## src/rtl/dm_access_ctrl.sv

```systemverilog
// Data-memory access controller: one load/store at a time against a word-wide,
// synchronous-read memory, with read-modify-write for byte and halfword stores.
module dm_access_ctrl #(
   parameter int ADDR_W = 10
) (
   input  logic              clk,
   input  logic              rstn,
   input  logic              req,
   input  logic              we,
   input  logic [1:0]        size,
   input  logic              sext,
   input  logic [31:0]       addr,
   input  logic [31:0]       wdata,
   output logic              busy,
   output logic              done,
   output logic [31:0]       rdata,
   output logic              misalign,
   output logic [ADDR_W-1:0] mem_addr,
   output logic              mem_re,
   output logic              mem_we,
   output logic [31:0]       mem_wdata,
   input  logic [31:0]       mem_rdata,
   output logic [2:0]        fsm_state
);

   typedef enum logic [2:0] {
      IDLE  = 3'd0,
      READ  = 3'd1,
      WAIT  = 3'd2,
      WRITE = 3'd3,
      DONE  = 3'd4
   } state_t;

   state_t      state;
   logic        we_q;
   logic        sext_q;
   logic        fault_q;
   logic [1:0]  size_q;
   logic [1:0]  lane_q;

   logic        fault;
   logic [4:0]  shamt;
   logic [31:0] shifted;
   logic [31:0] lane_mask;
   logic [31:0] merged;
   logic [31:0] load_val;
   logic        unused_addr_bits;

   assign unused_addr_bits = ^addr[31:ADDR_W+2];

   // Reserved size 2'b11 behaves as a word, so size[1] alone selects word rules.
   assign fault = ((size == 2'b01) && addr[0]) || (size[1] && (addr[1:0] != 2'b00));

   assign shamt     = {lane_q, 3'b000};
   assign shifted   = mem_rdata >> shamt;
   assign lane_mask = (size_q == 2'b00) ? (32'h0000_00ff << shamt) : (32'h0000_ffff << shamt);
   // Until the merge, mem_wdata still holds the right-aligned store data.
   assign merged    = (mem_rdata & ~lane_mask) | ((mem_wdata << shamt) & lane_mask);

   always_comb begin
      load_val = shifted;
      case (size_q)
         2'b00:   load_val = {{24{sext_q & shifted[7]}}, shifted[7:0]};
         2'b01:   load_val = {{16{sext_q & shifted[15]}}, shifted[15:0]};
         default: load_val = shifted;
      endcase
   end

   always_ff @(posedge clk or negedge rstn) begin
      if (!rstn) begin
         state     <= IDLE;
         we_q      <= 1'b0;
         sext_q    <= 1'b0;
         fault_q   <= 1'b0;
         size_q    <= 2'b00;
         lane_q    <= 2'b00;
         mem_addr  <= '0;
         mem_wdata <= 32'h0;
         rdata     <= 32'h0;
      end else begin
         case (state)
            IDLE: begin
               if (req) begin
                  we_q      <= we;
                  sext_q    <= sext;
                  size_q    <= size;
                  lane_q    <= addr[1:0];
                  fault_q   <= fault;
                  mem_addr  <= addr[ADDR_W+1:2];
                  mem_wdata <= wdata;
                  if (fault)
                     state <= DONE;
                  else if (we && size[1])
                     state <= WRITE;
                  else
                     state <= READ;
               end
            end
            READ: state <= WAIT;
            WAIT: begin
               if (we_q) begin
                  mem_wdata <= merged;
                  state     <= WRITE;
               end else begin
                  rdata <= load_val;
                  state <= DONE;
               end
            end
            WRITE: state <= DONE;
            DONE:  state <= IDLE;
            default: state <= IDLE;
         endcase
      end
   end

   assign busy      = (state != IDLE);
   assign done      = (state == DONE);
   assign misalign  = (state == DONE) && fault_q;
   assign mem_re    = (state == READ);
   assign mem_we    = (state == WRITE);
   assign fsm_state = state;

endmodule

```

## config.mk

```make
export PLATFORM = sky130hd
export DESIGN_NAME = dm_access_ctrl
export DESIGN_NICKNAME = d
export VERILOG_FILES = /design/src/rtl/dm_access_ctrl.sv
export SDC_FILE = /design/constraint.sdc
export NUM_CORES = 1
export LEC_CHECK = 0
export BUFFER_PORTS_ARGS = -buffer_cell sky130_fd_sc_hd__buf_2
export CAP_MARGIN = 0
export CORE_ASPECT_RATIO = 1.4
export CORE_MARGIN = 4
export CORE_UTILIZATION = 40
export CTS_BUF_LIST = sky130_fd_sc_hd__clkbuf_8
export CTS_CLUSTER_DIAMETER = 60
export DETAILED_ROUTE_END_ITERATION = 16
export PLACE_DENSITY = 0.72
export SYNTH_ARGS = -nofsm -noshare
export SYNTH_HDL_FRONTEND = slang
export SYNTH_SLANG_ARGS = --single-unit
```

## constraint.sdc

```tcl
create_clock -name clk -period 2.8 [get_ports clk]
set_input_delay 0.14 -clock clk [delete_from_list [all_inputs] [get_ports clk]]
set_output_delay 0.14 -clock clk [all_outputs]
set_load 0.02 [all_outputs]
```

==> impl_summary.log <==
[metrics] max-slew violation total from the final report: 0
[metrics] tightest hold margin: -0.0619 ns
[metrics] clock tree from TritonCTS: yes
[metrics] async set-or-reset flop fraction in the synthesized netlist: 100%
[metrics] failing checks: negative hold slack
[metrics] number of endpoints failing setup at the final stage: 0
[metrics] startpoint of the most critical setup path: fsm_state[2]
[metrics] drt drc: 0
[metrics] Std-Cell Core Area: 11300 sq um
[metrics] number of nets still failing antenna checks after routing: 0
[metrics] post-synthesis simple-gate area fraction: 18.7%
[metrics] crit-path max FO: 16
[metrics] switching part of the total: 47.1%
[metrics] highest clock frequency the design can meet: 442 MHz
[metrics] post-route design area: 5740 sq um
[metrics] RR Endpoint: rdata[23]
[metrics] sequential fraction of design power: 31.4%
[metrics] main flop type after synthesis: dfrtp_1
[metrics] startpoint class of the critical path: register
[metrics] worst hold path type: primary input to asynchronous set/reset pin
[metrics] Compound-Gate Fraction of Synth Area: 13.9%
[metrics] GR Overflow Total: 0
[metrics] Die Area: 13300 sq um
[metrics] multi-input logic area: 2330 sq um
[metrics] Peak supply drop: 591 uV
[metrics] share of the synthesized area in the top cell type: 45.6%
[metrics] overall via count from detail_route: 4236
[metrics] Synth Instances: 478
[metrics] vias in the first global route: 4280
[metrics] weighted congestion reported at the end of routability-driven placement: 0.931
[metrics] input/output buffers: 164
[metrics] total routing resource utilization after global routing: 21.7%
[metrics] cell area after technology mapping: 4610 sq um
[metrics] placed cell areas: 5550 sq um
[metrics] endpoint class of the critical path: register
[metrics] layout cell share with drive strength beyond 1: 38.1%
[metrics] worst reg2reg startpoint: fsm_state[2]
[metrics] worst-margin pin slew: 1.11 ns
[metrics] Slew headroom: 26.2%
[metrics] initial antenna violation count: 0
[metrics] xor/xnor cell area share of the yosys netlist: 0%
[metrics] flip-flop and latch count after synthesis: 84
[metrics] required time of the critical path: 3.05 ns
[metrics] slowest cell delay on critical path: 0.82 ns
[metrics] main area contributors after synthesis: dfrtp_1 (46%), mux2_2 (10%), mux2i_1 (7.8%), a21oi_1 (4.3%), nor2_1 (4.2%)
[metrics] arrival time of the worst setup path: 2.52 ns
[metrics] number of top-level pins: 185
[metrics] number of gates resized after cts: 0
[metrics] fin crit period: 2.26 ns
[metrics] area overhead of the layout relative to synthesis: 24.5%
[metrics] number of diodes: 0
[metrics] average routed wire per standard cell: 18.6 um
[metrics] cells along the critical path: or4b_1 > nor3b_2 > nand3_2 > o311ai_0
[metrics] average cell area after synthesis: 9.64 sq um
[metrics] fraction of the cycle the final worst path needs: 80.8%
[metrics] Worst-path clk slew: 0.08 ns
[metrics] pin count of the biggest net entering global routing: 85
[metrics] # fillers: 1089
[metrics] reg-to-reg setup timing slack: 0.54 ns
[metrics] depth of the CTS H-tree: 3
[metrics] multiplexer area fraction after synthesis: 17.8%
[metrics] starting density of the core: 40.8%
[metrics] post-synth cell types: 42
[metrics] number of maximum-capacitance constraint violations: 0
[metrics] largest buffer count on any clock path: 2
[metrics] warning count from the yosys run: 0
[metrics] slowest cell on the critical path: or4b_1
[metrics] internal cell power: 0.00383 W
[metrics] unrepaired setup endpoints after global routing: no
[metrics] Post-synth EDFFs: 0
[metrics] Clock Root Buffer: clkbuf_8
[metrics] power spent charging and discharging nets: 0.00342 W
[metrics] critical path start-end classification: register to register
[metrics] result of the run: finished with violations
[metrics] number of rows created at floorplan: 46
[metrics] leakage: 2.85 nW
[metrics] Die H: 135 um
[metrics] combinational power share: 56.8%
[metrics] maximum clock skew at final layout: 0.0124 ns
[metrics] adder and majority gate portion of the synthesized area: 0%
[metrics] drt via density: 5.46
[metrics] Mapped Nets: 581
[metrics] wire length of the first global-routing pass: 23000 um
[metrics] Clock power frac: 11.8%
[metrics] largest family of logic cells by synthesized area: simple AND/OR/NAND/NOR gates
[metrics] DIE WIDTH: 98.7 um
[metrics] estimated wirelength of the detail-placed design: 11100 um
[metrics] Cell Pwr Density: 1260 nW/um^2
[metrics] final number of hold-violating endpoints: 25
[metrics] number of buffers added by the clock tree synthesis step: 9
[metrics] accumulated negative setup slack: 0 ns
[metrics] most area-hungry cell type in the Yosys netlist: dfrtp_1
[metrics] CTS Sinks: 84
[metrics] iteration-0 DRC count of the detailed router: 199
[metrics] Post-CTS Setup Inserts: 0
[metrics] number of search-and-repair iterations in the first detailed-routing pass: 4
[metrics] sequential share of the synthesized area: 45.6%
[metrics] final net count: 731
[metrics] sequential standard cell area: 2100 sq um
[metrics] detailed-route wire length: 14400 um
[metrics] length in cells of the worst reg-to-reg path: 4
[metrics] source-to-sink clock delay at the later pin of the worst-skew pair: 0.37 ns
==> critical path: cells and delay by family, from the launching register on <==
kind            cells  cell delay (ns)
flops               1             0.54
compound gates      1             0.19
simple gates        3             1.41
==> power groups by stage <==
stage | logic, W | registers [W] | clock network (W)
6_report | 0.00412 | 0.00228 | 0.000853
5_1_grt | 0.00448 | 0.00236 | 0.000917
4_1_cts | 0.00414 | 0.00227 | 0.000864
3_5_place_dp | 0.00412 | 0.00229 | 0
3_3_place_gp | 0.00402 | 0.00226 | 0
2_1_floorplan | 0.00235 | 0.00275 | 0
==> worst max-delay path by stage <==
stage,slack (ns),to,cells after the start
after floorplan,0.85,lane_q[0],5
after global placement,0.59,rdata[23],4
after detailed placement,0.54,rdata[23],4
after CTS,0.52,rdata[23],4
after global routing,0.37,rdata[23],4
final,0.54,rdata[23],4
==> cell families after synthesis <==
| kind of cell | after synthesis |
|---|---|
| multiplexers | 77 |
| AND/OR/NAND/NOR | 179 |
| flip-flops | 84 |
| AO/OA/AOI/OAI | 98 |
| buffers and inverters | 40 |
==> cells in the final DEF, fill, tap and decap left out, drive strengths merged, types with 3 or more instances in the layout <==
master / count
nor3: 11
nor2: 54
or2: 3
nand2: 40
nand3: 39
o21ai: 15
a221oi: 9
mux2: 41
nand2b: 6
and2: 8
a21oi: 40
a211o: 9
mux2i: 36
o2bb2ai: 9
clkbuf: 10
buf: 176
o211ai: 9
dfrtp: 84
and3: 9
inv: 5
==> final cells by class <==
type	instances	share of cell area (%)
clock buffer	10	2.40
clock inverter	5	0.807
inverter	2	0.131
multi-input combinational	354	40.6
sequential	84	36.6
tap	144	3.14
timing repair buffer	177	16.3
==> metrics by stage <==
step	setup WS (ns)	cells	power (W)	hold WS (ns)	util, %
2_1_floorplan	0.854	478	0.00510	-0.156	-
3_3_place_gp	0.592	760	0.00629	0.373	49.2
3_5_place_dp	0.540	760	0.00642	0.379	49.2
4_1_cts	0.523	776	0.00727	0.00405	50.9
5_1_grt	0.368	776	0.00776	0.00560	50.9
6_report	0.537	776	0.00725	-0.0619	50.9
==> synth_stat cells, types with 2 or more instances <==
master,instances
clkbuf_1,23
o2bb2ai_1,9
nor2_1,52
nand3_2,3
nor2b_1,2
and3_1,9
inv_1,2
a21oi_1,40
o21ai_0,14
nand3_1,36
o211ai_1,9
nor3_1,10
mux2_2,41
mux2i_1,36
a211o_1,9
buf_6,2
buf_1,2
nand2b_1,6
nand2_1,40
dfrtp_1,84
nor2_2,2
a221oi_1,9
and2_1,8
or2_2,3
buf_2,10
==> what timing repair did <==
item	CTS	global route
hold buffers	1	0
setup endpoints to repair	0	0
endpoints found under the hold margin	1	0
==> metal layers <==
metal	vias up	share of wire (%)	global-route usage, %
met3	25	6.4	3.41
li1	2015	-	-
met1	2035	41	27.5
met5	-	0	0
met2	161	51	37.2
met4	0	2.4	8.58
Power figures use the tool's default switching activity.
